### src/rtl/fft_pkg.sv
// rtl/fft_pkg.sv - shared FFT pipeline defaults, sample/frame types and bit-reversal helper
package fft_pkg;

    localparam int SAMPLES = 8;
    localparam int WIDTH   = 4;
    localparam int ADDR_W  = $clog2(SAMPLES);

    typedef logic [WIDTH-1:0] sample_t;
    typedef sample_t frame_t [SAMPLES];

    // Reverses the low aw bits of idx; bits above aw are ignored.
    function automatic int unsigned bitrev(input int unsigned idx, input int unsigned aw);
        int unsigned r;
        r = 0;
        for (int i = 0; i < 32; i++) begin
            if (i < aw) begin
                r = (r << 1) | ((idx >> i) & 32'd1);
            end
        end
        return r;
    endfunction

endpackage

### src/rtl/fft_sample_loader_if.sv
// rtl/fft_sample_loader_if.sv - sample-in / frame-out handshake bundle for the FFT loader
interface fft_sample_loader_if #(
    parameter int SAMPLES = fft_pkg::SAMPLES,
    parameter int WIDTH   = fft_pkg::WIDTH
);
    logic                          in_valid;
    logic                          in_ready;
    logic [WIDTH-1:0]              in_sample;
    logic                          flush;
    logic                          frame_valid;
    logic                          frame_ready;
    logic [SAMPLES-1:0][WIDTH-1:0] frame_out;
    logic [7:0]                    frame_count;

    modport master (
        output in_valid, in_sample, flush, frame_ready,
        input  in_ready, frame_valid, frame_out, frame_count
    );

    modport slave (
        input  in_valid, in_sample, flush, frame_ready,
        output in_ready, frame_valid, frame_out, frame_count
    );
endinterface

### src/rtl/fft_frame_bank.sv
// rtl/fft_frame_bank.sv - one frame bank: single addressed write port, full parallel read
module fft_frame_bank #(
    parameter  int SAMPLES = 8,
    parameter  int WIDTH   = 4,
    localparam int ADDR_W  = $clog2(SAMPLES)
) (
    input  logic                          clk,
    input  logic                          reset,
    input  logic                          we,
    input  logic [ADDR_W-1:0]             waddr,
    input  logic [WIDTH-1:0]              wdata,
    output logic [SAMPLES-1:0][WIDTH-1:0] rdata
);

    always_ff @(posedge clk) begin
        if (reset) begin
            rdata <= '0;
        end else if (we) begin
            rdata[waddr] <= wdata;
        end
    end

endmodule

### src/rtl/fft_sample_loader.sv
// rtl/fft_sample_loader.sv - ping-pong frame loader writing samples at bit-reversed addresses
module fft_sample_loader
    import fft_pkg::*;
#(
    parameter int SAMPLES = fft_pkg::SAMPLES,
    parameter int WIDTH   = fft_pkg::WIDTH
) (
    input logic               clk,
    input logic               reset,
    fft_sample_loader_if.slave bus
);

    localparam int ADDR_W = $clog2(SAMPLES);

    logic [1:0]                    full;
    logic [1:0]                    full_next;
    logic                          wr_bank;
    logic                          rd_bank;
    logic [ADDR_W-1:0]             wr_cnt;
    logic [ADDR_W-1:0]             waddr;
    logic [7:0]                    frame_count;
    logic                          accept;
    logic                          handoff;
    logic                          last;
    logic [SAMPLES-1:0][WIDTH-1:0] bank_data [2];

    assign bus.in_ready    = !reset && !full[wr_bank];
    assign bus.frame_valid = !reset && full[rd_bank];
    assign bus.frame_out   = bank_data[rd_bank];
    assign bus.frame_count = frame_count;

    // flush wins over a same-cycle accept, so the sample is dropped.
    assign accept  = bus.in_valid && bus.in_ready && !bus.flush;
    assign handoff = bus.frame_valid && bus.frame_ready;
    assign last    = (wr_cnt == ADDR_W'(SAMPLES - 1));
    assign waddr   = ADDR_W'(bitrev(32'(wr_cnt), ADDR_W));

    for (genvar b = 0; b < 2; b++) begin : g_bank
        fft_frame_bank #(
            .SAMPLES (SAMPLES),
            .WIDTH   (WIDTH)
        ) u_bank (
            .clk   (clk),
            .reset (reset),
            .we    (accept && (wr_bank == 1'(b))),
            .waddr (waddr),
            .wdata (bus.in_sample),
            .rdata (bank_data[b])
        );
    end

    // Accept needs the write bank empty and hand-off needs the read bank
    // full, so the two updates always touch different bits.
    always_comb begin
        full_next = full;
        if (accept && last) begin
            full_next[wr_bank] = 1'b1;
        end
        if (handoff) begin
            full_next[rd_bank] = 1'b0;
        end
    end

    always_ff @(posedge clk) begin
        if (reset) begin
            full        <= 2'b00;
            wr_bank     <= 1'b0;
            rd_bank     <= 1'b0;
            wr_cnt      <= '0;
            frame_count <= 8'd0;
        end else begin
            full <= full_next;
            if (bus.flush) begin
                wr_cnt <= '0;
            end else if (accept) begin
                wr_cnt <= wr_cnt + 1'b1;
                if (last) begin
                    wr_bank <= ~wr_bank;
                end
            end
            if (handoff) begin
                rd_bank     <= ~rd_bank;
                frame_count <= frame_count + 8'd1;
            end
        end
    end

endmodule

### src/flat_wrapper.sv
// flat-port wrapper written by rule: the top's interface ports become plain ports
module fft_sample_loader_flat import fft_pkg::*;
#(
    parameter int SAMPLES = fft_pkg::SAMPLES,
    parameter int WIDTH   = fft_pkg::WIDTH
)
  (clk, reset, bus_in_valid, bus_in_sample, bus_flush, bus_frame_ready, bus_in_ready, bus_frame_valid, bus_frame_out, bus_frame_count);
  fft_sample_loader_if #(.SAMPLES(SAMPLES), .WIDTH(WIDTH)) bus_i ();
  input logic clk;
  input logic reset;
  input wire logic [$bits(bus_i.in_valid)-1:0] bus_in_valid;
  input wire logic [$bits(bus_i.in_sample)-1:0] bus_in_sample;
  input wire logic [$bits(bus_i.flush)-1:0] bus_flush;
  input wire logic [$bits(bus_i.frame_ready)-1:0] bus_frame_ready;
  output wire logic [$bits(bus_i.in_ready)-1:0] bus_in_ready;
  output wire logic [$bits(bus_i.frame_valid)-1:0] bus_frame_valid;
  output wire logic [$bits(bus_i.frame_out)-1:0] bus_frame_out;
  output wire logic [$bits(bus_i.frame_count)-1:0] bus_frame_count;
  assign bus_i.in_valid = bus_in_valid;
  assign bus_i.in_sample = bus_in_sample;
  assign bus_i.flush = bus_flush;
  assign bus_i.frame_ready = bus_frame_ready;
  assign bus_in_ready = bus_i.in_ready;
  assign bus_frame_valid = bus_i.frame_valid;
  assign bus_frame_out = bus_i.frame_out;
  assign bus_frame_count = bus_i.frame_count;
  fft_sample_loader #(.SAMPLES(SAMPLES), .WIDTH(WIDTH)) u_core (.clk(clk), .reset(reset), .bus(bus_i));
endmodule
### config.mk
export PLATFORM = sky130hd
export DESIGN_NAME = fft_sample_loader_flat
export DESIGN_NICKNAME = d
export VERILOG_FILES = /design/src/rtl/fft_pkg.sv /design/src/rtl/fft_sample_loader_if.sv /design/src/rtl/fft_frame_bank.sv /design/src/rtl/fft_sample_loader.sv /design/src/flat_wrapper.sv
export SDC_FILE = /design/constraint.sdc
export NUM_CORES = 1
export LEC_CHECK = 0
export CORE_UTILIZATION = 40
export CTS_CLUSTER_SIZE = 14
export DETAILED_ROUTE_END_ITERATION = 7
export PLACE_DENSITY = 0.66
export SYNTH_ARGS = -nofsm -noshare
export SYNTH_HDL_FRONTEND = slang
export SYNTH_SLANG_ARGS = --single-unit
### constraint.sdc
create_clock -name clk -period 2.1 [get_ports clk]
set_clock_uncertainty 0.1 [all_clocks]
set_input_delay 0.315 -clock clk [delete_from_list [all_inputs] [get_ports clk]]
set_output_delay 0.315 -clock clk [all_outputs]
set_load 0.03 [all_outputs]
== Word-level counts from Yosys, hierarchy flattened ==
Cells that the tools add are included.

* Input bits: 9
* Output and inout bits: 42
* Flip-flop bits (word level): 79
* Word-level logic and storage cells: 73

* Order comparisons: 7
* Muxes and demuxes: 17
* Reductions and logical operators: 16
* Bitwise logic cells: 9
* Equality and inequality tests: 1
* $add $sub $neg: 2

{| class="wikitable"
|+ Operators by type and width
! kind !! count
|-
| 32-bit two-way mux || 3
|-
| 32-bit bitwise mux || 2
|-
| 4-bit demux with 3-bit select || 1
|-
| 1-bit logical AND || 11
|-
| 8-bit by 1-bit adder with 8-bit output (second input constant) || 1
|-
| 1-bit two-way mux || 6
|-
| 1-bit by 2-bit < comparator with 1-bit output (second input constant) || 2
|-
| 3-bit by 4-bit < comparator with 1-bit output (second input constant) || 1
|-
| 2-bit two-way mux || 2
|-
| 4-bit two-way mux || 1
|-
| 3-bit by 1-bit adder with 3-bit output (second input constant) || 1
|-
| 3-bit == test (second input constant) || 1
|-
| 3-bit by 1-bit greater-or-equal comparator with 1-bit output (second input constant) || 1
|-
| 1-bit zero test || 3
|-
| 1-bit inverter || 3
|-
| 3-bit by 1-bit OR with 3-bit output || 1
|-
| 3-bit AND reduction || 1
|-
| 2-bit AND || 1
|-
| 1-bit demux with 1-bit select || 2
|-
| 1-bit greater-or-equal comparator (second input constant) || 2
|-
| 2-bit greater-or-equal comparator (second input constant) || 1
|-
| 1-bit inverter with 2-bit output || 1
|-
| 2-bit inverter || 1
|-
| 2-bit by 1-bit OR with 2-bit output || 1
|-
| 2 further kinds || 2
|}

== Logic depth before layout (Yosys ltp) ==
Gate-level depths: netlist (run 1).

* Depth in word-level cells: 10
* Gate-level depth with buffers: 7
* Gate-level depth less buffers: 6

== Hierarchy ==
Synthesis (run 1) repeated with hierarchy kept, for this count alone.

* Cell total of the unflattened synthesis: 369
* Area, all modules: 3847.4 sq um

{| class="wikitable"
|+ Modules (own cells, without submodules)
! module !! cells an instance !! area each (sq um) !! instances
|-
| fft_frame_bank || 124 || 1350.0 || 2
|-
| fft_sample_loader || 121 || 1147.4 || 1
|}

== Worst setup path after synthesis (run 1) ==
OpenSTA, ideal clock, no wires.

* Path type: input port to output port
* Start point: in reset
* End point: out bus_frame_valid
* Data arrival time: 1.300 ns
* Data required time: 1.685 ns
* Cell stages on the path: 4
* Setup slack: 0.385 ns
* Path buffers: 3
* Path through: clkbuf_1 > buf_2 > buf_1 > nor2_1

* Longest elaborated chain between the ends: 2

{| class="wikitable"
|+ Ends and longest elaborated chain
! what !! RTL line !! source
|-
| start, declared || flat_wrapper.sv:10 || <nowiki>input logic reset;</nowiki>
|-
| 1-bit zero test || fft_sample_loader.sv:28 || <nowiki>assign bus.frame_valid = !reset && full[rd_bank];</nowiki>
|-
| 1-bit logical AND || fft_sample_loader.sv:28 ||
|-
| end, declared || flat_wrapper.sv:16 || <nowiki>output wire logic [$bits(bus_i.frame_valid)-1:0] bus_frame_valid;</nowiki>
|}

Every way passes these cells.

== Final worst setup path (run 1) ==
* Start point: reg u_core.rd_bank
* End point: out bus_frame_out[3]

* Longest elaborated chain between the ends: 4

{| class="wikitable"
|+ Ends and longest elaborated chain
! what !! RTL line !! source
|-
| start, declared || fft_sample_loader.sv:18 || <nowiki>logic rd_bank;</nowiki>
|-
| start signal, assigned || fft_sample_loader.sv:82 || <nowiki>rd_bank <= ~rd_bank;</nowiki>
|-
| 1-bit inverter with 2-bit output (not written as such) || fft_sample_loader.sv:29 || <nowiki>assign bus.frame_out = bank_data[rd_bank];</nowiki>
|-
| 32-bit two-way mux (not written as such) (3 in a row) || fft_sample_loader.sv:29 ||
|-
| end, declared || flat_wrapper.sv:17 || <nowiki>output wire logic [$bits(bus_i.frame_out)-1:0] bus_frame_out;</nowiki>
|}

Every way passes these cells. The select of a mux whose other input is x is not followed.

==> out/metrics.csv, run 1 <==
stage,metric,value,unit
outcome,status,"finished, final reports clean",
logic_synthesis,async_reset_ff_frac,0,
logic_synthesis,yosysMostFrequentCell,dfxtp_1,
placed_design,gp_congestion,0.7723,
power,p_total,2.914,mW
finish,drive_gt1_frac,0.2321,
global_route,grt_max_degree,47,
critical_path,cp_max_fo,14,
critical_path,cp-endpoint,bus_frame_out[3],
sta,setup_tns,0,ns
global_route,grt_pass1_wl,12650,um
power,ir_worst_vdd,0.0004622,V
clock_network,clk_latency,0.34,ns
floorplanning,die_h,96.25,um
sta,worstMarginPinSlew,0.6500,ns
clock_network,cts_tree,built,
sta,fin_ws,0.06972,ns
finish,final-seq-area,0.001585,mm^2
route,ant_nets,0,
sta,relSlewSlack,0.5653,
sta,finalHoldViolations,0,
global_route,grt_pass1_vias,2499,
min_path,min_from,u_core.bus.frame_count[7],
route,drt-vias-per-instance,5.076,
critical_path,critPathLaunchType,flop,
sta,setup_viol,0,
logic_synthesis,synth_top_area_share,0.4451,
clock_network,clk_pin_slew,0.08,ns
placed_design,dp.cells,496,
min_path,min_path_type,flop to flop,
finish,nFillCells,840,
placed_design,numPortBuffers,50,
logic_synthesis,synth-seq-cells,79,
sta,rsz0062_at_grt,no,
logic_synthesis,synthDistinctLibCells,37,
critical_path,timing.rr.start,u_core.wr_cnt[0],
floorplanning,num_rows,34,
job,maxCapViolCount,0,
finish,fin_area,0.004429,mm^2
power,power_density,657.9,mW/mm^2
critical_path,r2r_setup_slack,0.28,ns
logic_synthesis,ys.warnings.count,0,
clock_network,post_cts_buffers,0,
logic_synthesis,synthCells,344,
clock_network,hold_buffers,0,
sta,fin_crit_sh,0.9668,
global_route,grt_usage,0.1804,
finish,final_util,0.5104,
floorplanning,initial_core_util,0.4095,
clock_network,cts_buffers,9,
placed_design,place_area,0.004223,mm^2
critical_path,cp.required,1.68,ns
finish,syn_to_final_growth,24.65,%
floorplanning,core_area,0.008678,mm^2
critical_path,crit_path_end_kind,output pin,
finish,multi_input_area,0.001873,mm^2
logic_synthesis,netlist.top_cell.by_area,dfxtp_1,
logic_synthesis,synth-edff-count,0,
floorplanning,pin_count,51,
sta,drv_slew,0,
logic_synthesis,ys.flop_type,dfxtp_1,
route,drc,0,
placed_design,hpwl,5008,um
floorplanning,die-area,0.009264,mm^2
global_route,grt_overflow,0,
route,drt-initial-drc-count,83,
route,wl_per_cell,15.10,um
clock_network,clockBufferDepth,2,
logic_synthesis,synth_area,0.003553,mm^2
global_route,antenna_found_initial,0,
logic_synthesis,synth_common_cells,"dfxtp_1, nor2_1, mux2i_1",
finish,instances_no_fill,513,
critical_path,arrival,1.62,ns
sta,fmax,492.5,MHz
route,routed_wl,7747,um
logic_synthesis,syn-num-nets,360,
logic_synthesis,synth-seq-area-share,0.4451,
critical_path,r2r_end,u_core.g_bank[1].u_bank.rdata[5],
power,power.leakage,2.171,nW
logic_synthesis,synth_area_leaders,"dfxtp_1, mux2i_1, mux2_2",
clock_network,htree_levels,3,
route,dr.pass1.iters,4,
critical_path,ff2ff_path_depth,6,
route,vias,2604,
critical_path,timing_worst_setup_path_type,flop to output pin,
sta,hold_slack,0.3697,ns
logic_synthesis,avgSynthCellArea,10.33,um^2
sta,layout_min_cycle_time,2.030,ns
finish,layout.nets,416,
finish,num_antenna_cells,0,
floorplanning,die_w,96.25,um
clock_network,cts_num_sinks,79,
clock_network,cts-root-buf,clkbuf_8,
critical_path,startpoint,u_core.rd_bank,
placed_design,pre_cts_ws,-0.02500,ns
## cell usage in the layout (no fill, tap or decap), types with 2 or more instances in the layout
cell type / n
a21oi_1: 4
buf_12: 2
buf_4: 14
bufinv_16: 2
clkbuf_2: 9
clkbuf_8: 11
clkdlybuf4s15_1: 4
clkdlybuf4s15_2: 4
clkdlybuf4s50_1: 15
dfxtp_1: 78
dlygate4sd2_1: 14
ha_1: 7
inv_1: 3
mux2_2: 32
mux2i_1: 69
nand2_1: 6
nand3_1: 2
nand4_1: 7
nand4_2: 4
nand4b_2: 2
nor2_1: 73
nor2b_1: 4
nor3_1: 5
nor3b_4: 2
o21ai_0: 3
xnor2_1: 7
## layout make-up
type                       count  area share
clock buffer                  12     0.03503
clock inverter                 4     0.01723
inverter                       4    0.003390
multi-input combinational    241      0.4229
sequential                    79      0.3579
tap                          108     0.03051
timing repair buffer          65      0.1331
## worst max-delay path, stage by stage, from the launching register on
cell	delay, ns
dfxtp_4	0.39
clkbuf_16	0.19
mux2_2	0.34
dlygate4sd2_1	0.35
## per-layer routing
| layer | wire [um] | vias up | GRT usage |
|---|---|---|---|
| met2 | 3503 | 37 | 0.2819 |
| met1 | 3930 | 1257 | 0.2476 |
| met4 | 89 | 0 | 0.05597 |
| met3 | 224 | 9 | 0.03870 |
| met5 | 0 | - | 0 |
| li1 | - | 1301 | - |
## cells by family (layout without fill, tap and decap cells)
| kind of cell | Yosys count | count (layout) | synth area share |
|---|---|---|---|
| AOI/OAI and AO/OA | 8 | 8 | 0.01408 |
| DFF | 79 | 79 | 0.4451 |
| adders and majority gates | 7 | 7 | 0.02465 |
| and+or+nand+nor | 118 | 118 | 0.1754 |
| xor gates and xnor gates | 7 | 7 | 0.01725 |
| muxes | 101 | 101 | 0.2958 |
| buffers and inverters | 24 | 85 | 0.02782 |
## where the power goes
group / leakage, nW / switching [mW] / internal, mW / total (mW)
Clock: 0.113 / 0.549 / 0.740 / 1.29
Sequential: 0.637 / 0.00276 / 1.50 / 1.50
Combinational: 1.42 / 0.0800 / 0.0439 / 0.124
Total: 2.17 / 0.631 / 2.28 / 2.91
## state kept, by name (all words and copies together), names as in the netlist
register	count
u_core.wr_cnt	3
u_core.g_bank.u_bank.rdata	64
u_core.wr_bank	1
u_core.full	2
u_core.bus.frame_count	8
u_core.rd_bank	1
## what timing repair did
action / CTS / global route
gates cloned: 0 / 1
gates resized for setup: 43 / 21
setup endpoints to repair: 31 / 27
## how the worst min path moves through the flow
stage | to | slack (ns) | cells past startpoint
5_1_grt | u_core.bus.frame_count[7] | 0.41 | 1
3_3_place_gp | u_core.bus.frame_count[7] | 0.35 | 1
2_1_floorplan | u_core.wr_cnt[2] | 0.28 | 1
4_1_cts | u_core.bus.frame_count[7] | 0.38 | 1
3_5_place_dp | u_core.bus.frame_count[7] | 0.37 | 1
6_report | u_core.bus.frame_count[7] | 0.37 | 1
Power figures use the tool's default switching activity.
==> inputs of run 2 (changes only) <==
--- a/config.mk
+++ b/config.mk
@@ -12,3 +12,4 @@
 export SYNTH_ARGS = -nofsm -noshare
 export SYNTH_HDL_FRONTEND = slang
 export SYNTH_SLANG_ARGS = --single-unit
+export TNS_END_PERCENT = 5
==> out/metrics.csv, run 2 (same netlist as run 1, synthesis figures left out) <==
stage,metric,value,unit
floorplanning,num_rows,34,
clock_network,cts_tree,built,
global_route,grt_usage,0.1804,
sta,layout_min_cycle_time,2.072,ns
route,routed_wl,7535,um
route,wl_per_cell,14.72,um
route,drt-initial-drc-count,84,
sta,worstMarginPinSlew,0.6648,ns
floorplanning,core_area,0.008678,mm^2
floorplanning,die-area,0.009264,mm^2
critical_path,crit_path_cell_trace,buf_12 > mux2_2 > dlygate4sd2_1,
critical_path,crit_path_top_delay_cell,dfxtp_1,
sta,fmax,482.5,MHz
power,power_density,669.3,mW/mm^2
finish,instances_no_fill,512,
global_route,grt_pass1_wl,12650,um
clock_network,clk_latency,0.35,ns
floorplanning,initial_core_util,0.4095,
sta,drv_slew,0,
global_route,grt_pass1_vias,2498,
finish,regMostFlops,u_core.g_bank.u_bank.rdata,
sta,rsz0062_at_grt,yes,
finish,largest_reg_flops,64,
placed_design,hpwl,5008,um
min_path,min_path_type,flop to flop,
power,ir_worst_vdd,0.0004588,V
placed_design,gp_congestion,0.7723,
clock_network,cts_buffers,9,
global_route,antenna_found_initial,0,
power,power.leakage,2.127,nW
placed_design,numPortBuffers,50,
global_route,grt_overflow,0,
critical_path,arrival,1.66,ns
clock_network,cts-root-buf,clkbuf_8,
clock_network,cts_num_sinks,79,
route,vias,2571,
clock_network,post_cts_buffers,0,
finish,layout.nets,415,
route,ant_nets,0,
finish,layout_common_cells,"dfxtp_1, nor2_1, mux2i_1, mux2_2, clkbuf_2",
global_route,grt_max_degree,47,
sta,fin_ws,0.02765,ns
sta,setup_tns,0,ns
route,drc,0,
placed_design,pre_cts_ws,-0.02500,ns
route,drt-vias-per-instance,5.021,
finish,num_antenna_cells,0,
critical_path,cp_max_fo,28,
sta,fin_crit_sh,0.9868,
sta,relSlewSlack,0.5554,
floorplanning,die_h,96.25,um
outcome,status,"finished, final reports clean",
job,maxCapViolCount,0,
route,dr.pass1.iters,4,
critical_path,cp_slowest_stage_delay,0.38,ns
critical_path,critPathLaunchType,flop,
sta,setup_viol,0,
sta,finalHoldViolations,0,
critical_path,r2r_setup_slack,0.32,ns
finish,layout_commonest_cell,dfxtp_1,
finish,syn_to_final_growth,22.54,%
clock_network,clk_pin_slew,0.08,ns
placed_design,dp.cells,496,
finish,largestRegisters,"u_core.g_bank.u_bank.rdata x64, u_core.bus.frame_count x8, u_core.wr_cnt x3",
floorplanning,die_w,96.25,um
floorplanning,pin_count,51,
finish,drive_gt1_frac,0.2574,
clock_network,clockBufferDepth,2,
clock_network,htree_levels,3,
critical_path,timing_worst_setup_path_type,flop to output pin,
critical_path,cp.required,1.68,ns
critical_path,crit_path_end_kind,output pin,
[run 2: report_power, final]
group	internal [mW]	switching (mW)	leakage [nW]
clock	0.740	0.548	0.113
combinational	0.0434	0.0801	1.38
sequential	1.50	0.00281	0.636
total	2.28	0.631	2.13
[run 2: metrics by stage]
step	instance area [um^2]	util	hold slack (ns)	power, mW
after floorplan	3553	-	0.2839	1.606
after CTS	4432	0.5107	0.3822	2.940
after global routing	4354	0.5017	0.4071	3.017
final	4354	0.5017	0.3702	2.914
after global placement	4223	0.4866	0.3475	1.665
after detailed placement	4223	0.4866	0.3702	1.665
[run 2: worst paths after layout]
| kind | end | cells past startpoint | start |
|---|---|---|---|
| worst max-delay path | bus_frame_out[11] | 3 | u_core.rd_bank |
| worst min register to register | u_core.bus.frame_count[7] | 1 | u_core.bus.frame_count[7] |
| worst max register to register | u_core.g_bank[1].u_bank.rdata[5] | 6 | u_core.wr_cnt[0] |
| worst min-delay path | u_core.bus.frame_count[7] | 1 | u_core.bus.frame_count[7] |
[run 2: layer usage]
layer	GRT usage	routed length (um)
met2	0.2813	3423
met4	0.05597	89
met3	0.03870	220
met5	0	0
met1	0.2481	3801
[run 2: critical path, delay by kind of cell, from the launching register on]
| family | cells | cell delay (ns) |
|---|---|---|
| buffers and inverters | 2 | 0.56 |
| DFF | 1 | 0.38 |
| muxes | 1 | 0.35 |
[run 2: what timing repair did]
action	4_1_cts	5_1_grt
pin swaps	0	0
setup endpoints to repair	31	26
hold buffers	0	0
gates resized for setup	44	38
[run 2: area by class of cell]
| type | count | area [um^2] |
|---|---|---|
| clock buffers | 12 | 155.1 |
| clock inverters | 4 | 76.32 |
| fillers | 850 | 4324 |
| inverters | 4 | 15.01 |
| multi-input cells | 241 | 1873 |
| flip-flops and latches | 79 | 1582 |
| well taps | 108 | 135.1 |
| repair buffers | 64 | 518.0 |
==> inputs of run 3 (changes only) <==
--- a/config.mk
+++ b/config.mk
@@ -8,8 +8,9 @@
 export CORE_UTILIZATION = 40
 export CTS_CLUSTER_SIZE = 14
 export DETAILED_ROUTE_END_ITERATION = 7
-export PLACE_DENSITY = 0.66
+export PLACE_DENSITY = 0.65
 export SYNTH_ARGS = -nofsm -noshare
 export SYNTH_HDL_FRONTEND = slang
+export SYNTH_HIERARCHICAL = 1
 export SYNTH_SLANG_ARGS = --single-unit
 export TNS_END_PERCENT = 5
==> out/metrics.csv, run 3 <==
stage,metric,value,unit
outcome,status,"finished, violations left",
outcome,violations,negative setup slack,
route,vias,2829,
critical_path,crit_path_cell_trace,mux2_4 > or3b_4 > nor3b_2 > or4b_4 > mux2i_1,
power,pwr-share-comb,0.060,
sta,fmax,470.0,MHz
logic_synthesis,syn-num-nets,381,
placed_design,numPortBuffers,50,
logic_synthesis,synth_area_leaders,"dfxtp_1, mux2i_1, nand2b_1",
critical_path,crit_path_top_delay_cell,or4b_4,
logic_synthesis,synth_common_cells,"dfxtp_1, nand2b_1, mux2i_1",
finish,largestRegisters,"u_core/g_bank.u_bank/rdata x64, u_core/bus.frame_count x8, u_core/wr_cnt x3",
critical_path,cp_max_fo,4,
finish,layout.nets,442,
placed_design,dp.cells,548,
sta,rsz0062_at_grt,yes,
floorplanning,num_rows,35,
floorplanning,die_h,100.1,um
floorplanning,core_area,0.009284,mm^2
floorplanning,initial_core_util,0.4144,
route,ant_nets,0,
critical_path,worst-path-buf-inv,0,
critical_path,cp_top_family,simple AND/OR/NAND/NOR gates,
critical_path,arrival,2.28,ns
global_route,grt_usage,0.1912,
sta,worstMarginPinSlew,0.5901,ns
logic_synthesis,synth_compound_area_frac,0.02699,
finish,layout_commonest_cell,dfxtp_1,
clock_network,cts_tree,built,
global_route,grt_overflow,0,
floorplanning,die-area,0.01002,mm^2
power,p_sw_frac,0.2328,
placed_design,hpwl,5932,um
logic_synthesis,synth_fa_ha_area_frac,0.009756,
finish,syn_to_final_growth,26.24,%
global_route,grt_max_degree,77,
critical_path,cp_slowest_stage_delay,0.54,ns
route,dr.pass1.iters,4,
route,drt-initial-drc-count,81,
sta,fin_crit_sh,1.013,
clock_network,clockBufferDepth,2,
floorplanning,pin_count,51,
min_path,min_path_type,input pin to flop,
critical_path,critPathLaunchType,flop,
logic_synthesis,async_reset_ff_frac,0,
job,maxCapViolCount,0,
power,intPower,2.194,mW
clock_network,cts_num_sinks,79,
logic_synthesis,synth-edff-count,0,
sta,drv_slew,0,
power,p_total,2.860,mW
finish,drive_gt1_frac,0.2552,
power,ir_worst_vdd,0.0003426,V
critical_path,cp.required,2.25,ns
power,pwr-share-seq,0.526,
sta,layout_min_cycle_time,2.128,ns
finish,largest_reg_flops,64,
finish,layout_common_cells,"dfxtp_1, nand2b_1, mux2i_1, mux2_2, buf_4",
sta,fin_ws,-0.02760,ns
logic_synthesis,avgSynthCellArea,10.43,um^2
sta,finalHoldViolations,0,
logic_synthesis,synth_xor_area_frac,0,
route,drt-vias-per-instance,5.016,
finish,final-seq-area,0.001584,mm^2
sta,relSlewSlack,0.6066,
logic_synthesis,synthCells,369,
placed_design,place_area,0.004648,mm^2
power,power.leakage,2.272,nW
critical_path,r2r_setup_slack,-0.03,ns
clock_network,post_cts_buffers,0,
logic_synthesis,synthDistinctLibCells,35,
clock_network,cts_buffers,9,
clock_network,htree_levels,3,
route,wl_per_cell,15.81,um
logic_synthesis,yosysMostFrequentCell,dfxtp_1,
logic_synthesis,synth-seq-area-share,0.4111,
clock_network,cts-root-buf,clkbuf_8,
logic_synthesis,netlist.top_cell.by_area,dfxtp_1,
finish,regMostFlops,u_core/g_bank.u_bank/rdata,
clock_network,clk_pin_slew,0.08,ns
logic_synthesis,synth-simple-area-share,0.2159,
logic_synthesis,synth.area.mux_share,0.2829,
logic_synthesis,ys.flop_type,dfxtp_1,
critical_path,crit_path_end_kind,flop,
finish,fin_area,0.004857,mm^2
logic_synthesis,synth_top_area_share,0.4111,
logic_synthesis,synth-seq-cells,79,
finish,multi_input_area,0.002074,mm^2
power,p_sw,0.6657,mW
sta,setup_viol,4,
power,clock_power_share,0.414,
logic_synthesis,synth_area,0.003847,mm^2
route,drc,0,
finish,instances_no_fill,564,
finish,num_antenna_cells,0,
clock_network,clk_latency,0.36,ns
global_route,antenna_found_initial,0,
placed_design,gp_congestion,0.7692,
global_route,grt_pass1_vias,2877,
power,power_density,588.8,mW/mm^2
floorplanning,die_w,100.1,um
critical_path,timing_worst_setup_path_type,flop to flop,
finish,nFillCells,876,
global_route,grt_pass1_wl,14640,um
logic_synthesis,ys.warnings.count,6,
finish,final_util,0.5232,
route,routed_wl,8916,um
logic_synthesis,synth_top_family_by_area,multiplexers,
==> run 3: changes by cell type in the layout (fill, tap and decap cells not counted), sizes merged, moves of 4 or more <==
cell,previous run,this run
nand4bb,0,6
dlygate4sd2,5,13
ha,7,3
clkdlybuf4s15,6,11
nand2b,1,73
nand4,11,4
buf,18,45
clkbuf,32,15
nor2,74,5
xnor2,7,0
==> run 3: worst reg2reg max path, delay by kind of cell, from the launching register on <==
family | cells | cell delay (ns)
flip-flops | 1 | 0.35
multiplexers | 2 | 0.44
AND/OR/NAND/NOR | 3 | 1.13
==> run 3: worst paths after layout <==
path                                                        start                           endpoint  cells past startpoint
worst max-delay path                               u_core/wr_bank   u_core/g_bank[1].u_bank/rdata[1]                      5
worst min register to register  u_core/g_bank[1].u_bank/rdata[27]  u_core/g_bank[1].u_bank/rdata[27]                      2
worst min-delay path                                        reset          u_core/bus.frame_count[1]                      3
worst max register to register                     u_core/wr_bank   u_core/g_bank[1].u_bank/rdata[1]                      5
==> run 3: what timing repair did <==
item / in CTS / in global routing
pin swaps: 0 / 2
hold buffers: 0 / 0
resized for setup: 31 / 28
setup endpoints to repair: 48 / 57
==> run 3: power by group through the flow <==
stage	Clock [mW]	Combinational [mW]	Sequential [mW]
5_1_grt	1.29	0.185	1.50
6_report	1.18	0.172	1.50
3_5_place_dp	0	0.175	1.54
4_1_cts	1.21	0.174	1.50
2_1_floorplan	0	0.0922	1.54
3_3_place_gp	0	0.173	1.54
==> run 3: cell families (layout without fill, tap and decap cells) <==
group	count (synthesis)	count (layout)
simple gates	126	126
mux	104	104
fa+ha+maj	3	3
buf+inv	42	108
compound gates	15	15
flops	79	79
==> run 3: metrics by stage <==
step                setup TNS (ns)  hold WS (ns)  setup slack [ns]
CTS                        -0.1049        0.2152          -0.02779
floorplan                   -2.106        0.3452           -0.2660
global placement            -8.324        0.3577           -0.2295
finish                    -0.09605        0.2221          -0.02760
global route               -0.9667        0.2281           -0.1136
detailed placement          -9.242        0.3645           -0.2395
==> run 3: area by class of cell <==
type                            instances  area share
Clock buffer                           11     0.03117
Clock inverter                          5     0.01159
Inverter                                4    0.003091
Multi-Input combinational cell        248      0.4271
Sequential cell                        79      0.3261
Tap cell                              129     0.03323
Timing Repair Buffer                   88      0.1677
==> run 3: layer usage <==
metal | up-vias | GRT usage | part of all wire
li1 | 1401 | - | -
met1 | 1357 | 0.2516 | 0.49
met2 | 61 | 0.3066 | 0.46
met3 | 10 | 0.04666 | 0.041
met4 | 0 | 0.06689 | 0.014
met5 | - | 0 | 0
==> RTL edit 1, RTL diff (flow settings as in run 3) <==
`SAMPLES` is set to 8 in 2 places; all go to 16.
--- a/src/rtl/fft_pkg.sv
+++ b/src/rtl/fft_pkg.sv
@@ -2,5 +2,5 @@
 package fft_pkg;
 
-    localparam int SAMPLES = 8;
+    localparam int SAMPLES = 16;
     localparam int WIDTH   = 4;
     localparam int ADDR_W  = $clog2(SAMPLES);
--- a/src/rtl/fft_frame_bank.sv
+++ b/src/rtl/fft_frame_bank.sv
@@ -1,5 +1,5 @@
 // rtl/fft_frame_bank.sv - one frame bank: single addressed write port, full parallel read
 module fft_frame_bank #(
-    parameter  int SAMPLES = 8,
+    parameter  int SAMPLES = 16,
     parameter  int WIDTH   = 4,
     localparam int ADDR_W  = $clog2(SAMPLES)
Interface: changed (resized bus_frame_out); port bits go from 51 to 83. The function was not compared with the original's and may differ.
==> RTL edit 1 against run 3 <==
Fmax is 1.6% higher. Final area is 77% higher. Count of clock-buffer cells in the layout is 11 higher. Sequential cell count is 65 higher. Setup slack better by 0.034 ns. Sequential power is 83% higher. Wire length is 96% higher. Power is 120% higher. Sequential share of layout area is 0.89 points higher. First-iteration DRC count grew to 3.0 times the old value. Area after synthesis is 72% higher.
==> RTL edit 1: results (changes against run 3) <==
** Finish
- The share of cells above drive strength 1 was 0.293 (+0.0379).
- The final layout net count was 735 (+66%).
- The multi-input combinational cell area was 3620 um2 (+74%).
- The flip-flop and latch area was 2890 um2 (+82%).
- The clock tree cell share of total cell area came to 0.0733 (+0.0306).
- Syn-to-layout area delta :: 29.8%
- Non-clock buffer share of cell area :: 0.140 (-0.0281)
- The total of clock buffers placed in the layout is 22 (+11).
- Number of buffers other than clock buffers in the final layout :: 116 (+32%)

** Route
- The wire length on met1 was 7.99 mm (+85%).
- The routed length per instance is 18.3 um (+16%).
- Detailed Route WL :: 17.5 mm (+96%)
- Average via count per standard cell :: 5.06 (+0.87%)

** Power and ir drop
- The total power consumption of the routed design was 6210 uW (+120%).
- The switching power total came to 1290 uW (+94%).
- The portion of total power attributed to sequential cells was 0.441 (-0.085).
- The combinational share of power is 0.039 (-0.021).

** Synth
- The share of the synthesized area in compound gates (AO/OA/AOI/OAI) is 0.0228 (-0.00418).
- Post-synthesis net count :: 642 (+69%)
- The number of cells produced by synthesis was 631 (+71%).

** Placed design
- Placed Cells :: 917 (+67%)
- Buffers added on ports :: 82 (+64%)
- Final HPWL DP :: 11.1 mm (+88%)
- The pre-CTS setup slack was -0.396 ns (-0.156 ns).
- The last weighted congestion value of the routability-driven placer is 0.778 (+1.1%).
- The area of placed instances came to 7760 um2 (+67%).

** Setup path
- Max Fanout on Critical Path :: 15 (+11)

** Global route
- The fraction of met1 tracks used by global routing came to 0.263 (+0.0119).
- The maximum number of pins on one net before global-route repair is 81 (+5.2%).
- Met3 Resource Use GR :: 0.0497 (+0.00302)
- GR Util All Layers :: 0.214 (+0.0226)

** Die
- Number of placement rows :: 46 (+31%)

** CTS
- The clock sink total was 144 (+82%).
- Clock tree synthesis selected as its root buffer the cell sky130_fd_sc_hd__clkbuf_16.
- Count of instances resized after the clock tree is built :: 68 (+120%)
- The clock-pin slew of the registers on the worst-case setup and hold paths was 0.05 ns (-0.03 ns).

** Status
- The run finished with clean final reports.

** STA
- The actual transition at the worst max-transition pin is 0.645 ns (+0.0554 ns).
RTL edit 1: cell types whose count changed in the layout (fill, tap and decap cells not counted), sizes merged, moves of 6 or more:
cell                run 3  this run
mux2i                  69       133
mux2                   35        67
nand2                   8        29
buf                    45        82
dfxtp                  79       144
nand2b                 73       137
nand4bb                 6         0
dlygate4sd2            13         0
nand3                   3        16
clkbuf                 15        23
RTL edit 1: final timing paths:
check / to / cells past startpoint / start / slack, ns
max: bus_frame_out[30] / 4 / u_core/rd_bank$_SDFFE_PP0N_ / 0.006
max reg2reg: u_core/bus.frame_count[7]$_SDFFE_PP0N_ / 5 / u_core/rd_bank$_SDFFE_PP0N_ / 0.31
min: u_core/full[1]$_SDFF_PP0_ / 4 / reset / 0.31
min reg2reg: u_core/g_bank[0].u_bank/rdata[5]$_SDFFE_PP0P_ / 2 / u_core/g_bank[0].u_bank/rdata[5]$_SDFFE_PP0P_ / 0.37
==> RTL edit 2, RTL diff (settings of run 3) <==
Made on the original files. Make the reset (`reset`) asynchronous in 2 clocked blocks.
--- a/src/rtl/fft_frame_bank.sv
+++ b/src/rtl/fft_frame_bank.sv
@@ -13,5 +13,5 @@
 );
 
-    always_ff @(posedge clk) begin
+    always_ff @(posedge clk or posedge reset) begin
         if (reset) begin
             rdata <= '0;
--- a/src/rtl/fft_sample_loader.sv
+++ b/src/rtl/fft_sample_loader.sv
@@ -62,5 +62,5 @@
     end
 
-    always_ff @(posedge clk) begin
+    always_ff @(posedge clk or posedge reset) begin
         if (reset) begin
             full        <= 2'b00;
Behaviour: differs if reset is asserted again (counterexample within 4 cycles, from zero or initial values and one cycle with reset high); with reset held inactive, the same outputs for 10 cycles.
==> RTL edit 2 against run 3 <==
Setup slack better by 0.10 ns. Power up 5.5%. Area after synthesis down 1.4%. Combinational power up 18%. Final cell count down 21%. Sequential cell count unchanged. Final area down 0.41%. Sequential share of layout area up 8.3 points. Non-clock buffer count down 13. Count of clock-buffer cells in the layout down 1. Wire length down 12%.
==> RTL edit 2: results (changes against run 3) <==
** Setup path
- Max Fanout on Critical Path :: 18 (+14)
- The largest individual stage delay along the critical path comes from the cell sky130_fd_sc_hd__dfrtp_2.
- WP data arrival :: 1.61 ns (-0.67 ns)
- Largest stage delay on the critical path :: 0.42 ns (-0.12 ns)

** Route
- Wire length per cell :: 17.6 um (+11%)
- Vias :: 2325 (-18%)
- The first-iteration detailed-routing DRC count came to 91 (+12%).
- The detailed-router iteration count before antenna repair was 4 (unchanged).

** CTS
- Max Root-Sink Buffers :: 2 (unchanged)
- Setup Fix Bufs, Post-CTS :: 0 (unchanged)
- At the later pin of the worst-skew pair, clock insertion delay measures 0.35 ns.
- Clock Root Buffer :: sky130_fd_sc_hd__clkbuf_8
- The clock-pin slew of the registers on the worst-case setup and hold paths is 0.08 ns (about the same).
- Clock buffer count from CTS :: 9 (unchanged)
- The count of H-tree levels built during CTS is 3 (unchanged).
- Sink count of the clock tree :: 79 (unchanged)

** Placed design
- Placed Cells :: 432 (-21%)
- Final HPWL DP :: 5.17 mm (-13%)
- The pre-CTS setup slack was -0.182 ns (+0.0571 ns).
- The last weighted congestion value of the routability-driven placer was 0.748 (-2.8%).
- Buffers added on ports :: 50 (unchanged)

** STA
- Relative slew slack :: 0.693 (+0.0861)

** Synth
- The number of different library cells in the post-synthesis netlist was 34 (-2.9%).
- Synth Warn # :: 6 (unchanged)
- After synthesis, the cell types taking the most area are sky130_fd_sc_hd__dfrtp_1 (52%), sky130_fd_sc_hd__mux2_2 (22%), sky130_fd_sc_hd__mux2_4 (10%).
- Gate Count Post-Synth :: 252 (-32%)
- The share of synthesized flip-flops with an asynchronous set or reset is 1.00 (+1.00).
- After synthesis, the most frequently instantiated cells are sky130_fd_sc_hd__dfrtp_1 (79), sky130_fd_sc_hd__mux2_2 (73), sky130_fd_sc_hd__mux2_4 (26).
- The net count after synthesis is 264 (-31%).
- The share of synthesized area occupied by flip-flops and latches came to 0.521 (+0.110).

** Global route
- Via count of the first global-routing pass :: 2474 (-14%)
- Largest net degree at the start of global routing :: 33 (-57%)
- Initial antenna violation count :: 0 (unchanged)
- GR Util All Layers :: 0.180 (-0.0117)
- The wire length of the first global-routing pass came to 13.4 mm (-8.8%).

** Finish
- Number of standard cells in the final layout excluding fillers :: 448 (-21%)
- The count of inserted antenna diode cells is 0 (unchanged).
- The largest registers in the layout are u_core/g_bank.u_bank/rdata: 64 flops, u_core/bus.frame_count: 8 flops, u_core/wr_cnt: 3 flops.
- The share of cells above drive strength 1 is 0.546 (+0.291).
- Number of filler cells placed in the layout :: 775 (-12%)
- The final layout net count was 344 (-22%).

** Power and ir drop
- Internal cell power :: 2340 uW (+6.6%)
- The worst voltage drop across the vdd grid was 329 uV (-3.8%).
- P_leak :: 0.00231 uW (+1.7%)

** Status
- Run status :: finished clean

** Min path
- Class of the tightest hold or removal check :: in2async
RTL edit 2: worst paths after layout:
| kind | start | end | slack, ns | depth (start not counted) |
|---|---|---|---|---|
| min | reset | u_core/bus.frame_count[4]$_DFFE_PP0N_ | 0.37 | 4 |
| min in group clk | u_core/bus.frame_count[7]$_DFFE_PP0N_ | u_core/bus.frame_count[7]$_DFFE_PP0N_ | 0.37 | 1 |
| max | u_core/rd_bank$_DFFE_PP0N_ | bus_frame_out[31] | 0.07 | 3 |
| min reg2reg | u_core/bus.frame_count[7]$_DFFE_PP0N_ | u_core/bus.frame_count[7]$_DFFE_PP0N_ | 0.37 | 1 |
| max reg2reg | u_core/wr_bank$_DFFE_PP0P_ | u_core/g_bank[1].u_bank/rdata[19]$_DFFE_PP0P_ | 0.17 | 5 |
| max in group asynchronous | reset | u_core/g_bank[0].u_bank/rdata[23]$_DFFE_PP0P_ | 1.12 | 4 |
RTL edit 2: logic make-up after synthesis:
group,share of synthesized area
adder cells (fa/ha/maj),0.00989
AND/OR/NAND/NOR,0.0943
AO/OA/AOI/OAI,0.0158
multiplexers,0.325
buffers and inverters,0.0158
flip-flops,0.521
XOR/XNOR,0.0185
RTL edit 2: power groups by stage:
stage	Sequential [uW]	Clock [uW]	Combinational, uW
after floorplan	1630	0	109
after global placement	1630	0	203
after detailed placement	1630	0	208
after CTS	1600	1240	209
after global routing	1610	1320	224
final	1600	1210	203
RTL edit 2: worst max-delay path, delay by kind of cell, from the launching register on:
kind | cells | cell delay, ns
DFF | 1 | 0.42
buffers and inverters | 2 | 0.47
muxes | 1 | 0.38
RTL edit 2: layout make-up:
class,instances,share of cell area
Timing Repair Buffer,75,0.150
Clock buffer,10,0.0264
Sequential cell,79,0.409
Tap cell,111,0.0287
Inverter,5,0.00388
Multi-Input combinational cell,162,0.365
Clock inverter,6,0.0176
RTL edit 2: timing repair:
action / 4_1_cts / 5_1_grt
gates resized for setup: 85 / 1
endpoints found under the setup margin: 28 / 29
pin swaps: 0 / 0
RTL edit 2: metrics by stage:
step / util / setup TNS [ns] / instance area [um2] / total power [uW]
floorplan: - / -0.763 / 3800 / 1740
global placement: 0.499 / -3.44 / 4580 / 1830
detailed placement: 0.499 / -4.36 / 4580 / 1840
CTS: 0.526 / 0 / 4840 / 3050
global route: 0.526 / 0 / 4840 / 3150
finish: 0.526 / 0 / 4840 / 3020
RTL edit 2: metal layers:
layer	vias to the layer above	share of wire	GRT usage
li1	1094	-	-
met1	1187	0.48	0.246
met2	35	0.48	0.283
met3	9	0.020	0.0246
met4	0	0.019	0.0860
met5	-	0	0
